===== config.mk =====
export PLATFORM = sky130hd
export DESIGN_NAME = fp32_addsub_arbiter
export DESIGN_NICKNAME = d
export VERILOG_FILES = /design/src/rtl/fp32_addsub_arbiter_pkg.sv /design/src/rtl/fp32_addsub_arbiter_rr_arbiter.sv /design/src/rtl/fp32_addsub_arbiter.sv
export SDC_FILE = /design/constraint.sdc
export NUM_CORES = 1
export LEC_CHECK = 0
export BUFFER_PORTS_ARGS = -buffer_cell sky130_fd_sc_hd__buf_4
export CORE_AREA = 3 3 157 159
export DETAILED_ROUTE_END_ITERATION = 8
export DIE_AREA = 0 0 160 162
export GPL_TIMING_DRIVEN = 0
export SYNTH_ARGS = -nofsm -noshare
export SYNTH_HDL_FRONTEND = slang
export SYNTH_SLANG_ARGS = --single-unit

===== constraint.sdc =====
create_clock -name clk -period 6.8 [get_ports clk]
set_input_delay 0.68 -clock clk [delete_from_list [all_inputs] [get_ports clk]]
set_output_delay 0.68 -clock clk [all_outputs]
set_load 0.05 [all_outputs]

===== src/rtl/fp32_addsub_arbiter_pkg.sv =====
// Shared FP32 definitions for the arithmetic-unit sharers: field positions,
// handy constants, the default adder latency and the in-flight tag record.
package fp32_pkg;

  localparam int FP32_W              = 32;
  localparam int FP32_SIGN_BIT       = 31;
  localparam int ADD_LATENCY_DEFAULT = 11;

  // Tag id is sized for the largest supported requester count (8).
  localparam int TAG_ID_W = 3;

  localparam logic [FP32_W-1:0] FP32_ONE = 32'h3F80_0000;
  localparam logic [FP32_W-1:0] FP32_TWO = 32'h4000_0000;

  typedef struct packed {
    logic                valid;
    logic [TAG_ID_W-1:0] id;
  } tag_t;

  // Turns an add into a subtract by flipping the sign of the second operand.
  function automatic logic [FP32_W-1:0] flip_sign(input logic [FP32_W-1:0] x, input logic sub);
    return {x[FP32_SIGN_BIT] ^ sub, x[FP32_SIGN_BIT-1:0]};
  endfunction

endpackage


===== src/rtl/fp32_addsub_arbiter_rr_arbiter.sv =====
// Round-robin arbiter: one-hot grant to the first requester at or after the
// pointer (with wrap); the pointer moves past the winner only when a grant
// is actually made, so a stalled cycle keeps the rotation where it was.
module rr_arbiter
  import fp32_pkg::*;
#(
  parameter int NUM_REQ = 4,
  parameter int ID_W    = 2
) (
  input  logic               clk,
  input  logic               rst_n,
  input  logic               en,
  input  logic [NUM_REQ-1:0] req,
  output logic [NUM_REQ-1:0] grant,
  output logic               grant_valid,
  output logic [ID_W-1:0]    grant_id
);

  localparam int CW = ID_W + 1;

  logic [ID_W-1:0] ptr_reg;
  logic [ID_W-1:0] cand_id [NUM_REQ];

  // cand_id[k] is the requester examined k-th, i.e. (ptr + k) mod NUM_REQ.
  generate
    for (genvar gi = 0; gi < NUM_REQ; gi++) begin : g_cand
      logic [CW-1:0] sum_w;
      logic [CW-1:0] wrap_w;
      assign sum_w        = {1'b0, ptr_reg} + CW'(gi);
      assign wrap_w       = sum_w - CW'(NUM_REQ);
      assign cand_id[gi]  = (sum_w >= CW'(NUM_REQ)) ? wrap_w[ID_W-1:0] : sum_w[ID_W-1:0];
      assign grant[gi]    = grant_valid && (grant_id == ID_W'(gi));
    end
  endgenerate

  // Priority search: scanning from the far end down lets the nearest candidate win.
  always_comb begin
    grant_valid = 1'b0;
    grant_id    = '0;
    for (int k = NUM_REQ - 1; k >= 0; k--) begin
      if (req[cand_id[k]]) begin
        grant_valid = 1'b1;
        grant_id    = cand_id[k];
      end
    end
    if (!en) begin
      grant_valid = 1'b0;
      grant_id    = '0;
    end
  end

  // Pointer advances to the requester after the winner.
  always_ff @(posedge clk or negedge rst_n) begin
    if (!rst_n) begin
      ptr_reg <= '0;
    end else if (grant_valid) begin
      ptr_reg <= (grant_id == ID_W'(NUM_REQ - 1)) ? '0 : grant_id + 1'b1;
    end
  end

endmodule


===== src/rtl/fp32_addsub_arbiter.sv =====
// Shares one fixed-latency FP32 add/sub pipeline between NUM_REQ requesters.
// A round-robin grant issues one op per cycle through a register stage; a tag
// shift register of the adder's depth remembers who owns each result. After
// reset a drain window of ADD_LATENCY cycles flushes whatever the adder still
// holds before any new work is granted.
module fp32_addsub_arbiter
  import fp32_pkg::*;
#(
  parameter int NUM_REQ     = 4,
  parameter int ID_W        = 2,
  parameter int ADD_LATENCY = ADD_LATENCY_DEFAULT
) (
  input  logic                  clk,
  input  logic                  rst_n,
  input  logic [NUM_REQ-1:0]    req_valid,
  output logic [NUM_REQ-1:0]    req_ready,
  input  logic [NUM_REQ*32-1:0] req_a,
  input  logic [NUM_REQ*32-1:0] req_b,
  input  logic [NUM_REQ-1:0]    req_sub,
  input  logic                  hold,
  output logic [31:0]           add_a,
  output logic [31:0]           add_b,
  output logic                  add_valid,
  input  logic [31:0]           add_result,
  input  logic                  add_result_valid,
  output logic [31:0]           res_data,
  output logic [NUM_REQ-1:0]    res_valid,
  output logic                  busy,
  output logic                  err_tag
);

  localparam int CNT_W = $clog2(ADD_LATENCY + 1);

  logic [CNT_W-1:0]   drain_cnt_reg;
  logic               drain_active;
  logic               arb_en;
  logic               grant_valid;
  logic [ID_W-1:0]    grant_id;
  logic [NUM_REQ-1:0] grant;
  logic [31:0]        a_word [NUM_REQ];
  logic [31:0]        b_word [NUM_REQ];
  logic               add_valid_reg;
  logic [31:0]        add_a_reg;
  logic [31:0]        add_b_reg;
  logic [ID_W-1:0]    issue_id_reg;
  tag_t               tag_pipe [ADD_LATENCY];
  tag_t               tag_out;
  logic               tag_any;
  logic [NUM_REQ-1:0] owner_hot;
  logic [NUM_REQ-1:0] res_valid_reg;
  logic [31:0]        res_data_reg;
  logic               err_tag_reg;

  assign drain_active = (drain_cnt_reg != CNT_W'(ADD_LATENCY));

  // Drain counter: counts up once after reset and then parks at ADD_LATENCY.
  always_ff @(posedge clk or negedge rst_n) begin
    if (!rst_n) begin
      drain_cnt_reg <= '0;
    end else if (drain_active) begin
      drain_cnt_reg <= drain_cnt_reg + 1'b1;
    end
  end

  assign arb_en = ~hold & ~drain_active;

  rr_arbiter #(
    .NUM_REQ (NUM_REQ),
    .ID_W    (ID_W)
  ) u_arb (
    .clk         (clk),
    .rst_n       (rst_n),
    .en          (arb_en),
    .req         (req_valid),
    .grant       (grant),
    .grant_valid (grant_valid),
    .grant_id    (grant_id)
  );

  assign req_ready = grant;

  // Unpack the operand buses into per-requester words.
  generate
    for (genvar gi = 0; gi < NUM_REQ; gi++) begin : g_words
      assign a_word[gi] = req_a[FP32_W*gi +: FP32_W];
      assign b_word[gi] = req_b[FP32_W*gi +: FP32_W];
    end
  endgenerate

  // Issue stage: register the granted operands; a/b keep their last values when idle.
  always_ff @(posedge clk or negedge rst_n) begin
    if (!rst_n) begin
      add_valid_reg <= 1'b0;
      add_a_reg     <= '0;
      add_b_reg     <= '0;
      issue_id_reg  <= '0;
    end else begin
      add_valid_reg <= grant_valid;
      if (grant_valid) begin
        add_a_reg    <= a_word[grant_id];
        add_b_reg    <= flip_sign(b_word[grant_id], req_sub[grant_id]);
        issue_id_reg <= grant_id;
      end
    end
  end

  // Tag shift register: the last stage lines up with add_result_valid.
  generate
    for (genvar gi = 0; gi < ADD_LATENCY; gi++) begin : g_tag
      if (gi == 0) begin : g_first
        // First stage captures the op that is entering the adder this cycle.
        always_ff @(posedge clk or negedge rst_n) begin
          if (!rst_n) begin
            tag_pipe[gi] <= '0;
          end else begin
            tag_pipe[gi] <= '{valid: add_valid_reg, id: TAG_ID_W'(issue_id_reg)};
          end
        end
      end else begin : g_next
        // Later stages simply follow the adder pipeline.
        always_ff @(posedge clk or negedge rst_n) begin
          if (!rst_n) begin
            tag_pipe[gi] <= '0;
          end else begin
            tag_pipe[gi] <= tag_pipe[gi-1];
          end
        end
      end
    end
  endgenerate

  assign tag_out = tag_pipe[ADD_LATENCY-1];

  generate
    for (genvar gi = 0; gi < NUM_REQ; gi++) begin : g_owner
      assign owner_hot[gi] = (tag_out.id == TAG_ID_W'(gi));
    end
  endgenerate

  // Result stage: one-cycle pulse to the owner, data broadcast and held.
  always_ff @(posedge clk or negedge rst_n) begin
    if (!rst_n) begin
      res_valid_reg <= '0;
      res_data_reg  <= '0;
    end else begin
      res_valid_reg <= tag_out.valid ? owner_hot : '0;
      if (tag_out.valid) begin
        res_data_reg <= add_result;
      end
    end
  end

  // Sticky error when the adder and our tag bookkeeping disagree after drain.
  always_ff @(posedge clk or negedge rst_n) begin
    if (!rst_n) begin
      err_tag_reg <= 1'b0;
    end else if (!drain_active && (add_result_valid != tag_out.valid)) begin
      err_tag_reg <= 1'b1;
    end
  end

  // Any op still travelling through the tag pipe keeps busy high.
  always_comb begin
    tag_any = 1'b0;
    for (int k = 0; k < ADD_LATENCY; k++) begin
      tag_any = tag_any | tag_pipe[k].valid;
    end
  end

  assign busy      = drain_active | tag_any | add_valid_reg | (|res_valid_reg);
  assign add_a     = add_a_reg;
  assign add_b     = add_b_reg;
  assign add_valid = add_valid_reg;
  assign res_data  = res_data_reg;
  assign res_valid = res_valid_reg;
  assign err_tag   = err_tag_reg;

endmodule


# Word-level counts from Yosys, hierarchy flattened
# Index checks and enable logic that the tools add are counted.
[op_classes] n_addsub=9 order_cmp=10 eq_ne=8 mux=32 bitwise_logic=18 n_reduce_logical=9
[ops] op="binary-select mux 32 bit (select 2 bit)" n=2
[ops] op="2-to-1 mux 32 bit" n=4
[ops] op="2-to-1 mux 2 bit" n=10
[ops] op="< comparator 2 x 3 -> 1 bit (second input constant)" n=5
[ops] op="bitwise OR 1 bit" n=13
[ops] op="greater-or-equal comparator 3 bit (second input constant)" n=4
[ops] op="binary-select mux 1 bit (select 2 bit)" n=5
[ops] op="2-to-1 mux 1 bit" n=10
[ops] op="== test 2 bit (second input constant)" n=4
[ops] op="subtractor 2 x 1 -> 2 bit (second input constant)" n=4
[ops] op="adder 2 x 2 -> 3 bit (second input constant)" n=2
[ops] op="logical AND 1 bit" n=5
[ops] op="adder 4 x 1 -> 4 bit (second input constant)" n=1
[ops] op="== test 2 x 1 -> 1 bit (second input constant)" n=2
[ops] op="2-to-1 mux 4 bit" n=1
[ops] op="!= test 4 bit (second input constant)" n=1
[ops] op="OR reduction 4 bit" n=1
[ops] op="adder 2 x 1 -> 3 bit (second input constant)" n=1
[ops] op="greater-or-equal comparator 2 x 3 -> 1 bit (second input constant)" n=1
[ops] op="logical NOT 3 bit" n=1
[ops] op="inverter 2 -> 3 bit" n=1
[ops] op="adder 2 x 1 -> 2 bit (second input constant)" n=1
[ops] op="logical NOT 2 bit" n=1
[ops] op="inverter 1 bit" n=2
[ops] op="4 further kinds" n=4
[totals] register_bits=143 in_bits=300 out_inout_bits=107 elab_cells=117

# Longest topological paths before layout
# Gate-level depths: netlist of the first run.
[logic_depth] depth_word=15 ltp_mapped=10 mapped_depth_nobuf=8

# Cells and area by module
# From an unflattened synthesis of the first run, not the netlist that was laid out.
[unflattened] hier_cells=387 area_unflattened_um2=6711.4
[modules_own_cells] module="fp32_addsub_arbiter" instances=1 cells_each=355 area_each_um2=6416.2 seq_area_each_um2=3528.4
[modules_own_cells] module="rr_arbiter" instances=1 cells_each=32 area_each_um2=295.3 seq_area_each_um2=50.0

# Least setup slack after synthesis of the first run
# Ideal clock, no wire load.
[synth_path] path_kind="register -> output" startpoint="register drain_cnt_reg[0]" endpoint="output req_ready[2]" arrival_time_ps=2357 t_required_ps=6120 setup_slack_ps=3763 path_stages_with_launch=9 path_buffers=2 cell_sequence="dfrtp_1 > ha_1 > nand3b_1 > or2_2 > nor3_2 > buf_2 > buf_2 > ha_1 > and2_1"
[synth_via] elab_chain_cells=6 word_cells_on_any_way=7 cone_classes="eq/ne (2); mux (2); bitwise (2); reduce/logical (1)"
[synth_lines] element="from (decl)" line_no="fp32_addsub_arbiter.sv:34" rtl="logic [CNT_W-1:0] drain_cnt_reg;"
[synth_lines] element="from (signal assigned)" line_no="fp32_addsub_arbiter.sv:61" rtl="drain_cnt_reg <= drain_cnt_reg + 1'b1;"
[synth_lines] element="!= test 4 bit" line_no="fp32_addsub_arbiter.sv:54" rtl="assign drain_active = (drain_cnt_reg != CNT_W'(ADD_LATENCY));"
[synth_lines] element="inverter 1 bit" line_no="fp32_addsub_arbiter.sv:65" rtl="assign arb_en = ~hold & ~drain_active;"
[synth_lines] element="bitwise AND 1 bit" line_no="fp32_addsub_arbiter.sv:65"
[synth_lines] element="2-to-1 mux 2 bit" line_no="fp32_addsub_arbiter_rr_arbiter.sv:46" rtl="if (!en) begin"
[synth_lines] element="named net grant_id[1]" line_no="fp32_addsub_arbiter.sv:38" rtl="logic [ID_W-1:0] grant_id;"
[synth_lines] element="== test 2 bit" line_no="fp32_addsub_arbiter_rr_arbiter.sv:32" rtl="assign grant[gi] = grant_valid && (grant_id == ID_W'(gi));"
[synth_lines] element="logical AND 1 bit" line_no="fp32_addsub_arbiter_rr_arbiter.sv:32"
[synth_lines] element="to (decl)" line_no="fp32_addsub_arbiter.sv:16" rtl="output logic [NUM_REQ-1:0] req_ready,"
# The timed path passes the listed nets, and every way through them passes these cells.

# Final worst setup path of the first run
[layout_path] startpoint="register drain_cnt_reg[0]" endpoint="output req_ready[0]"
[layout_via] elab_chain_cells=6 word_cells_on_any_way=7 cone_classes="eq/ne (1); mux (2); bitwise (2); reduce/logical (2)"
[layout_lines] element="!= test 4 bit" line_no="fp32_addsub_arbiter.sv:54"
[layout_lines] element="inverter 1 bit" line_no="fp32_addsub_arbiter.sv:65"
[layout_lines] element="bitwise AND 1 bit" line_no="fp32_addsub_arbiter.sv:65"
[layout_lines] element="2-to-1 mux 2 bit" line_no="fp32_addsub_arbiter_rr_arbiter.sv:46"
[layout_lines] element="named net grant_id[1]" line_no="fp32_addsub_arbiter.sv:38"
[layout_lines] element="logical NOT 2 bit" line_no="fp32_addsub_arbiter_rr_arbiter.sv:32"
[layout_lines] element="logical AND 1 bit" line_no="fp32_addsub_arbiter_rr_arbiter.sv:32"
# The timed path passes the listed nets, and every way through them passes these cells.

==> results of run 1 <==
## report_power, final
group / leakage, nW / internal (mW) / switching [mW] / total [mW]
Clock: 0.312 / 0.570 / 0.443 / 1.01
Combinational: 3.11 / 0.500 / 0.882 / 1.38
Sequential: 1.72 / 1.02 / 0.0957 / 1.11
## kinds of logic (layout without fill, tap and decap cells)
family	after synthesis	count (layout)	share of synthesized area, %
AND/OR/NAND/NOR	108	108	7.86
flip-flops	143	143	51.8
AO/OA/AOI/OAI	166	166	18.9
buffers and inverters	58	497	3.79
XOR/XNOR	7	7	0.888
adder cells (fa/ha/maj)	5	5	0.906
multiplexers	101	101	15.8
## cell usage in the layout, fill, tap and decap left out, types with 2 or more instances in the layout
master	n
inv_1	4
mux2_1	15
nand3_1	64
a21boi_1	7
o221ai_1	2
o21ai_0	33
or2_2	2
mux2i_1	34
clkbuf_16	17
nor4_1	4
nand2_1	14
o211ai_1	29
a221o_1	33
and2_1	4
bufinv_16	2
nor2b_1	2
clkbuf_1	34
xor2_1	4
buf_6	4
inv_8	6
nor2_1	10
mux2_2	52
xnor2_1	3
inv_6	3
clkinv_8	3
dfrtp_1	143
a21boi_0	27
buf_4	405
ha_1	5
a32oi_1	29
buf_2	17
## synth_stat cells (all sizes together), types with 2 or more instances
| cell type | number |
|---|---|
| a21boi | 34 |
| a221o | 33 |
| a32oi | 29 |
| and2 | 4 |
| buf | 20 |
| clkbuf | 34 |
| dfrtp | 143 |
| ha | 5 |
| inv | 4 |
| mux2 | 67 |
| mux2i | 34 |
| nand2 | 14 |
| nand3 | 64 |
| nor2 | 10 |
| nor2b | 2 |
| nor4 | 4 |
| o211ai | 29 |
| o21ai | 33 |
| o221ai | 2 |
| or2 | 2 |
| xnor2 | 3 |
| xor2 | 4 |
## layer usage
| layer | GRT usage, % | vias up | share of wire, % |
|---|---|---|---|
| met5 | 0 | - | 0.045 |
| met3 | 6.63 | 40 | 7.7 |
| met4 | 7.30 | 2 | 2.5 |
| li1 | - | 3108 | - |
| met2 | 38.0 | 313 | 51 |
| met1 | 24.9 | 3239 | 39 |
## worst paths after layout
check | slack, ns | cells past startpoint | startpoint | endpoint
worst max-delay path | 2.39 | 10 | drain_cnt_reg[0] | req_ready[0]
worst min-delay path | 0.25 | 1 | rst_n | add_a[21]
worst max register to register | 3.57 | 9 | drain_cnt_reg[0] | u_arb.ptr_reg[1]
worst min register to register | 0.34 | 0 | tag_pipe[8] | tag_pipe[4]
max in group asynchronous | 5.72 | 2 | rst_n | add_a[1]
min in group clk | 0.34 | 0 | tag_pipe[8] | tag_pipe[4]
## through the flow
stage	cell area [sq um]	power [mW]	hold slack (ns)	cells	util, %
floorplan	6910	1.96	0.331	588	-
CTS	11000	3.55	0.259	1346	47.1
global route	11000	3.67	0.278	1346	47.1
finish	11000	3.51	0.248	1346	47.1
detailed placement	10400	2.52	0.337	1314	44.4
global placement	10400	2.51	0.332	1313	44.2
## layout make-up
cell class / count / area, sq um
fillers: 2291 / 12400
flip-flops and latches: 143 / 3580
clock inverters: 15 / 211
plain buffers: 54 / 246
well taps: 319 / 399
clock buffers: 17 / 425
inverters: 4 / 15.0
multi-input cells: 387 / 3070
repair buffers: 407 / 3080
## worst max-delay path: cells and delay by family (launching register included)
family	cells	cell delay, ns
and+or+nand+nor	4	1.51
buffers and inverters	4	1.01
DFF	1	0.39
adders and majority gates	2	0.38
==> results by group, run 1 <==
Drt
  – Drt via density: 4.98
  – Detailed-route wire length: ~29 mm
  – Drt first pass iters: 5
  – Residual DRC count: 0
  – First DRT Iteration DRCs: 600
  – Final routed wire length divided by cell count: 21.4 microns
  – Detailed-route via count: ~6700
  – Post-detailed-route count of antenna-violating nets: 0

Timing
  – Post-layout minimum cycle time: roughly 4.4 ns
  – Rel. slew slack: 32.0%
  – Crit share post-route: 64.8%
  – Maximum clock skew at final layout: between 0.01 and 0.015 ns
  – RSZ-0062 raised after global routing: false
  – Final Hold Fails: 0
  – Actual transition at the worst max-transition pin: about 1.0 ns
  – Pins Over Slew Limit: 0
  – Setup TNS after final layout: 0 ns
  – Number of setup violations in the final report: 0
  – Max Freq: between 200 and 250 MHz
  – Minimum setup slack in the final design: around 2.4 ns

Yosys
  – Number of enable flip-flop cells after synthesis: 0
  – Sequential cell area fraction in the yosys report: between 50 and 60%
  – Yosys reg bits: 143
  – Synthesized net count: 893
  – Largest cells by area after synthesis: dfrtp_1 52%, mux2_2 8.5%, mux2i_1 4.9%, a221o_1 4.8%, nand3_1 4.6%
  – Yosys Warn Count: 0
  – Share of synthesized flip-flops with an asynchronous set or reset: between 90% and 100%
  – Average cell area after synthesis: about 12 sq um
  – Library cell with the largest summed area after synthesis: dfrtp_1
  – Most frequently used flop master after synthesis: dfrtp_1
  – Area share of the leading cell type in the synthesized netlist: between 50% and 60%
  – Synth Cell Area: 0.00691 sq mm
  – Number of different library cells in the post-synthesis netlist: 39
  – Gate count after technology mapping: approximately 590

Die
  – Top-Level Pins: 407
  – Starting density of the core: between 20% and 30%
  – Die Footprint: about 0.026 sq mm
  – Core area: between 0.02 and 0.025 sq mm
  – Die X-Extent: around 160 microns
  – Die height: 162 microns
  – # rows: 56

Flow run
  – Max Cap Viol: 0

Power
  – Pleak: 5.15 nW
  – Peak supply drop: 152 uV
  – Power density relative to cell area: between 300 and 400 mW/mm^2

Setup path
  – Crit path cell chain: ha_1 -> nand3b_1 -> or2_2 -> nor3_2 -> buf_2 -> buf_2 -> inv_1 -> ha_1 -> and2_1 -> buf_4
  – Crit path max fanout: 11
  – Crit path max-delay cell type: nor3_2
  – Category of the worst setup path capture point: primary output
  – Worst path arrival time: around 3.7 ns
  – CP required: ~6 ns
  – Start-to-end type of the worst setup path: register to primary output
  – Critical path startpoint category: register
  – Peak per-stage delay on the critical path: 0.70 ns

Placed design
  – Port buffer count: between 400 and 500
  – Setup Slack @ Placement: about 2.5 ns
  – Final estimated routing congestion in global placement: just under 0.9
  – Post-detailed-placement half-perimeter wirelength: 22.5 mm

CTS
  – CTS clock-pin slew for the worst setup and hold paths: around 0.070 ns
  – CTS tree: yes
  – Total of cells resized after clock tree synthesis: 0
  – Setup Fix Bufs, Post-CTS: 0
  – Clk Tree Root Cell: clkbuf_16
  – Bufs on Longest Clock Path: 2
  – Number of buffers inserted during clock tree synthesis: 17
  – Number of hold buffers added after CTS: 0
  – Depth of the CTS H-tree: 4
  – CTS sink count: about 140
  – Insertion delay to the later sink of the worst-skew pair: roughly 0.42 ns

Finish
  – Post-synthesis to final-layout area growth: 59.6%
  – Fraction of layout cells with a size suffix above 1: about half
  – Layout net count: around 1300
  – Antenna Cells: 0

GRT
  – Largest net degree at the start of global routing: between 80 and 90
  – Overall fraction of global-route tracks in use: between 20% and 30%
  – Initial antenna violation count: 1
  – First-pass GRT wire length: 42.9 mm
  – Overall overflow remaining after global route: 0
  – Via count of the first global-routing pass: 7160

Run status
  – Outcome: finished, final reports clean

Min path
  – Hold Path Class: primary input to async pin
Note: power is estimated with default switching activity, not from simulation.
==> run 2: changes to the inputs <==
--- a/config.mk
+++ b/config.mk
@@ -5,11 +5,13 @@
 export SDC_FILE = /design/constraint.sdc
 export NUM_CORES = 1
 export LEC_CHECK = 0
+export ABC_AREA = 1
 export BUFFER_PORTS_ARGS = -buffer_cell sky130_fd_sc_hd__buf_4
-export CORE_AREA = 3 3 157 159
+export CORE_AREA = 3 3 156 158
 export DETAILED_ROUTE_END_ITERATION = 8
-export DIE_AREA = 0 0 160 162
+export DIE_AREA = 0 0 159 161
 export GPL_TIMING_DRIVEN = 0
+export PLACE_DENSITY = 0.66
 export SYNTH_ARGS = -nofsm -noshare
 export SYNTH_HDL_FRONTEND = slang
 export SYNTH_SLANG_ARGS = --single-unit
==> constraint.sdc (replaced) <==
create_clock -name clk -period 4 [get_ports clk]
set_input_delay 0.4 -clock clk [delete_from_list [all_inputs] [get_ports clk]]
set_output_delay 0.4 -clock clk [all_outputs]
set_load 0.05 [all_outputs]
==> run 2 against run 1 <==
Count of clock-buffer cells in the layout is the same; global-route usage rose by 2.4 points; combinational power grew to 4.5 times the previous value; largest power group unchanged.
==> results by group, run 2 <==
CTS
  – Total of cells resized after clock tree synthesis: 0 (unchanged)
  – CTS tree: yes (unchanged)
  – Insertion delay to the later sink of the worst-skew pair: 0.42 ns (about the same)
  – Number of buffers inserted during clock tree synthesis: 17 (unchanged)
  – Clk Tree Root Cell: clkbuf_16 (unchanged)
  – Bufs on Longest Clock Path: 2 (unchanged)
  – CTS sink count: 143 (unchanged)
  – Depth of the CTS H-tree: 4 (unchanged)
  – CTS clock-pin slew for the worst setup and hold paths: 0.07 ns (about the same)

GRT
  – Initial antenna violation count: 0 (was 1)
  – Overall overflow remaining after global route: 0 (unchanged)
  – Overall fraction of global-route tracks in use: 23.9% (was 21.5%)
  – Via count of the first global-routing pass: 8849 (was 7160)
  – First-pass GRT wire length: 48.3 mm (was 42.9 mm)
  – Largest net degree at the start of global routing: 85 (was 81)

Drt
  – Post-detailed-route count of antenna-violating nets: 0 (unchanged)
  – Detailed-route via count: 8789 (was 6702)
  – Drt via density: 4.70 (was 4.98)
  – Residual DRC count: 0 (unchanged)
  – First DRT Iteration DRCs: 501 (was 600)
  – Drt first pass iters: 5 (unchanged)
  – Detailed-route wire length: 31.3 mm (was 28.8 mm)
  – Final routed wire length divided by cell count: 16.7 microns (was 21.4 microns)

Finish
  – Final design utilization: 52.5% (was 47.1%)
  – Number of filler instances in the final layout: 2337 (was 2291)
  – Non-Filler Cell Area, Final: 0.0122 sq mm (was 0.0110 sq mm)
  – Antenna Cells: 0 (unchanged)
  – Finished Layout Cells: 1869 (was 1346)
  – Layout net count: 1842 (was 1319)
  – Fraction of layout cells with a size suffix above 1: 33.0% (was 50.2%)
  – Area used by sequential logic in the layout: 0.00358 sq mm (unchanged)
  – Post-synthesis to final-layout area growth: 50.8% (was 59.6%)
  – Multi-input gate area in the final layout: 0.00341 sq mm (was 0.00307 sq mm)
  – Highest-count cells in the layout ignoring fill and taps: 418 x nand2_1, 413 x buf_4, 195 x inv_1 (was 405 x buf_4, 143 x dfrtp_1, 64 x nand3_1)
  – Most common library cell in the layout ignoring fill and taps: nand2_1 (was buf_4)

Yosys
  – Library cell with the largest summed area after synthesis: dfrtp_1 (unchanged)
  – Synthesized net count: 1415 (was 893)
  – Gate count after technology mapping: 1110 (was 588)
  – Xor-xnor portion of the synthesized cell area: 0.757% (was 0.888%)
  – Number of enable flip-flop cells after synthesis: 0 (unchanged)
  – Average cell area after synthesis: 7.30 sq um (was 11.7 sq um)
  – Number of different library cells in the post-synthesis netlist: 33 (was 39)
  – Area share of the leading cell type in the synthesized netlist: 44.2% (was 51.8%)
  – Most instantiated cells after synthesis: 418 x nand2_1, 195 x inv_1, 143 x dfrtp_1 (was 143 x dfrtp_1, 64 x nand3_1, 52 x mux2_2)
  – Sequential cell area fraction in the yosys report: 44.2% (was 51.8%)
  – Largest cells by area after synthesis: dfrtp_1 44%, nand2_1 19%, inv_1 9.0%, nand3_1 6.1%, nand4_1 4.9% (was dfrtp_1 52%, mux2_2 8.5%, mux2i_1 4.9%, a221o_1 4.8%, nand3_1 4.6%)
  – Multiplexer share of the synthesized area: 0% (was 15.8%)
  – Synthesized-area fraction occupied by ao, oa, aoi and oai cells: 8.05% (was 18.9%)
  – Adder and majority cell fraction of the synthesized area: 0.773% (was 0.906%)
  – Cell with the most instances after synthesis: nand2_1 (was dfrtp_1)
  – Share of synthesized flip-flops with an asynchronous set or reset: 100% (unchanged)
  – Synth Cell Area: 0.00810 sq mm (was 0.00691 sq mm)
  – Yosys reg bits: 143 (unchanged)
  – Dominant combinational cell family by area after synthesis: simple AND/OR/NAND/NOR gates (was compound AO/OA/AOI/OAI gates)
  – Most frequently used flop master after synthesis: dfrtp_1 (unchanged)
  – Share of synthesized cell area in and, or, nand and nor gates: 32.6% (was 7.86%)
  – Yosys Warn Count: 0 (unchanged)

Setup path
  – Crit path max fanout: 11 (unchanged)
  – Crit path buffers/inverters: 5 (was 4)
  – Start-to-end type of the worst setup path: register to primary output (unchanged)
  – Critical path startpoint category: register (unchanged)
  – Crit path cell chain: ha_1 -> nand2_1 -> nor2_2 -> inv_1 -> nor2_4 -> nand2_1 -> a21oi_4 -> buf_4 -> buf_2 -> ha_1 -> inv_1 -> nor2_1 -> buf_4 (was ha_1 -> nand3b_1 -> or2_2 -> nor3_2 -> buf_2 -> buf_2 -> inv_1 -> ha_1 -> and2_1 -> buf_4)
  – Crit path max-delay cell type: dfrtp_1 (was nor3_2)
  – CP required: 3.60 ns (was 6.12 ns)
  – Peak per-stage delay on the critical path: 0.39 ns (was 0.70 ns)
  – Worst path arrival time: 3.09 ns (was 3.73 ns)
  – Largest delay share family, worst path: buffers and inverters (was simple AND/OR/NAND/NOR gates)
  – Category of the worst setup path capture point: primary output (unchanged)

Timing
  – Number of setup violations in the final report: 0 (unchanged)
  – Minimum setup slack in the final design: 0.508 ns (was 2.39 ns)
  – Crit share post-route: 87.3%
  – Rel. slew slack: 54.0% (was 32.0%)
  – RSZ-0062 raised after global routing: false (unchanged)
  – Post-layout minimum cycle time: 3.49 ns
  – Final Hold Fails: 0 (unchanged)
  – Maximum clock skew at final layout: 0.0109 ns (was 0.0114 ns)
  – Setup TNS after final layout: 0 ns (unchanged)
  – Actual transition at the worst max-transition pin: 0.690 ns (was 1.01 ns)
  – Pins Over Slew Limit: 0 (unchanged)
  – Max Freq: approximately 290 MHz
  – Tightest hold margin: 0.182 ns (was 0.248 ns)

Flow run
  – Max Cap Viol: 0 (unchanged)

Die
  – Starting density of the core: 34.8% (was 29.5%)
  – Die Footprint: 0.0256 sq mm (was 0.0259 sq mm)
  – Die height: 161 microns (was 162 microns)
  – Core area: 0.0233 sq mm (was 0.0234 sq mm)
  – # rows: 56 (unchanged)
  – Die X-Extent: 159 microns (was 160 microns)
  – Top-Level Pins: 407 (unchanged)

Placed design
  – Setup Slack @ Placement: 0.959 ns (was 2.52 ns)
  – Final estimated routing congestion in global placement: 0.959 (was 0.864)
  – Placed cell area: 0.0116 sq mm (was 0.0104 sq mm)
  – Placed insts: 1836 (was 1314)
  – Post-detailed-placement half-perimeter wirelength: 24.8 mm (was 22.5 mm)
  – Port buffer count: 406 (unchanged)

Power
  – Pleak: 7.03 nW (was 5.15 nW)
  – Overall power: 10.3 mW (was 3.51 mW)
  – Power density relative to cell area: 844 mW/mm^2 (was 318 mW/mm^2)
  – Peak supply drop: 343 uV (was 152 uV)

Min path
  – Hold Path Class: primary input to register (was primary input to async pin)

Run status
  – Outcome: finished, final reports clean (unchanged)
[run 2: changes by cell type after synthesis, sizes merged, moves of 33 or more]
cell and delta:
nand3 +39, a221o -33, a21boi -34, nand2 +406
o211ai +33, mux2i -34, inv +195, mux2 -67
nand4 +62
[run 2: metal layers]
layer / GRT usage [%] / wire length (microns) / vias to the layer above
met5: 0 / 0 / -
met4: 6.80 / 633 / 0
li1: - / - / 4338
met2: 42.8 / 15600 / 375
met3: 6.31 / 2370 / 35
met1: 28.4 / 12700 / 4041
[run 2: path summary, 6_finish.rpt]
check,from,to,slack [ns],cells past startpoint
worst max-delay path,drain_cnt_reg[0],req_ready[2],0.51,13
worst min-delay path,add_result[8],res_data[8],0.18,3
worst max register to register,drain_cnt_reg[0],add_a[20],1.20,11
worst min register to register,tag_pipe[36],tag_pipe[32],0.35,0
max in group asynchronous,rst_n,tag_pipe[40],2.65,3
min in group asynchronous,rst_n,add_b[15],0.50,2
[run 2: worst reg2reg max path: stages (launching register included)]
cell      delay [ns]
dfrtp_1         0.39
ha_1            0.19
nand2_1         0.09
nor2_2          0.20
inv_1           0.20
nor2_4          0.17
buf_4           0.23
o21ai_2         0.24
nor2_2          0.37
buf_2           0.39
o211ai_1        0.15
nand3_1         0.10
[run 2: cell type report]
class / instances / area share (%)
Multi-Input combinational cell: 696 / 28.0
Tap cell: 319 / 3.27
Inverter: 201 / 6.20
Clock buffer: 17 / 3.48
Clock inverter: 15 / 1.63
Timing Repair Buffer: 408 / 25.3
Buffer: 70 / 2.85
Sequential cell: 143 / 29.3
[run 2: logic make-up (layout without fill, tap and decap cells)]
group	count (synthesis)	count (layout)
buffers and inverters	271	711
xor gates and xnor gates	7	7
adders and majority gates	5	5
DFF	143	143
AOI/OAI and AO/OA	75	75
and+or+nand+nor	609	609
[run 2: timing repair]
item | 4_1_cts | 5_1_grt
setup buffers | 0 | 0
hold endpoints to repair | 59 | 0
hold buffers | 1 | 0
[run 2: power breakdown]
group          internal [mW]  switching [mW]
combinational           1.85            4.40
clock                  0.853           0.751
sequential              2.11           0.339
total                   4.81            5.49
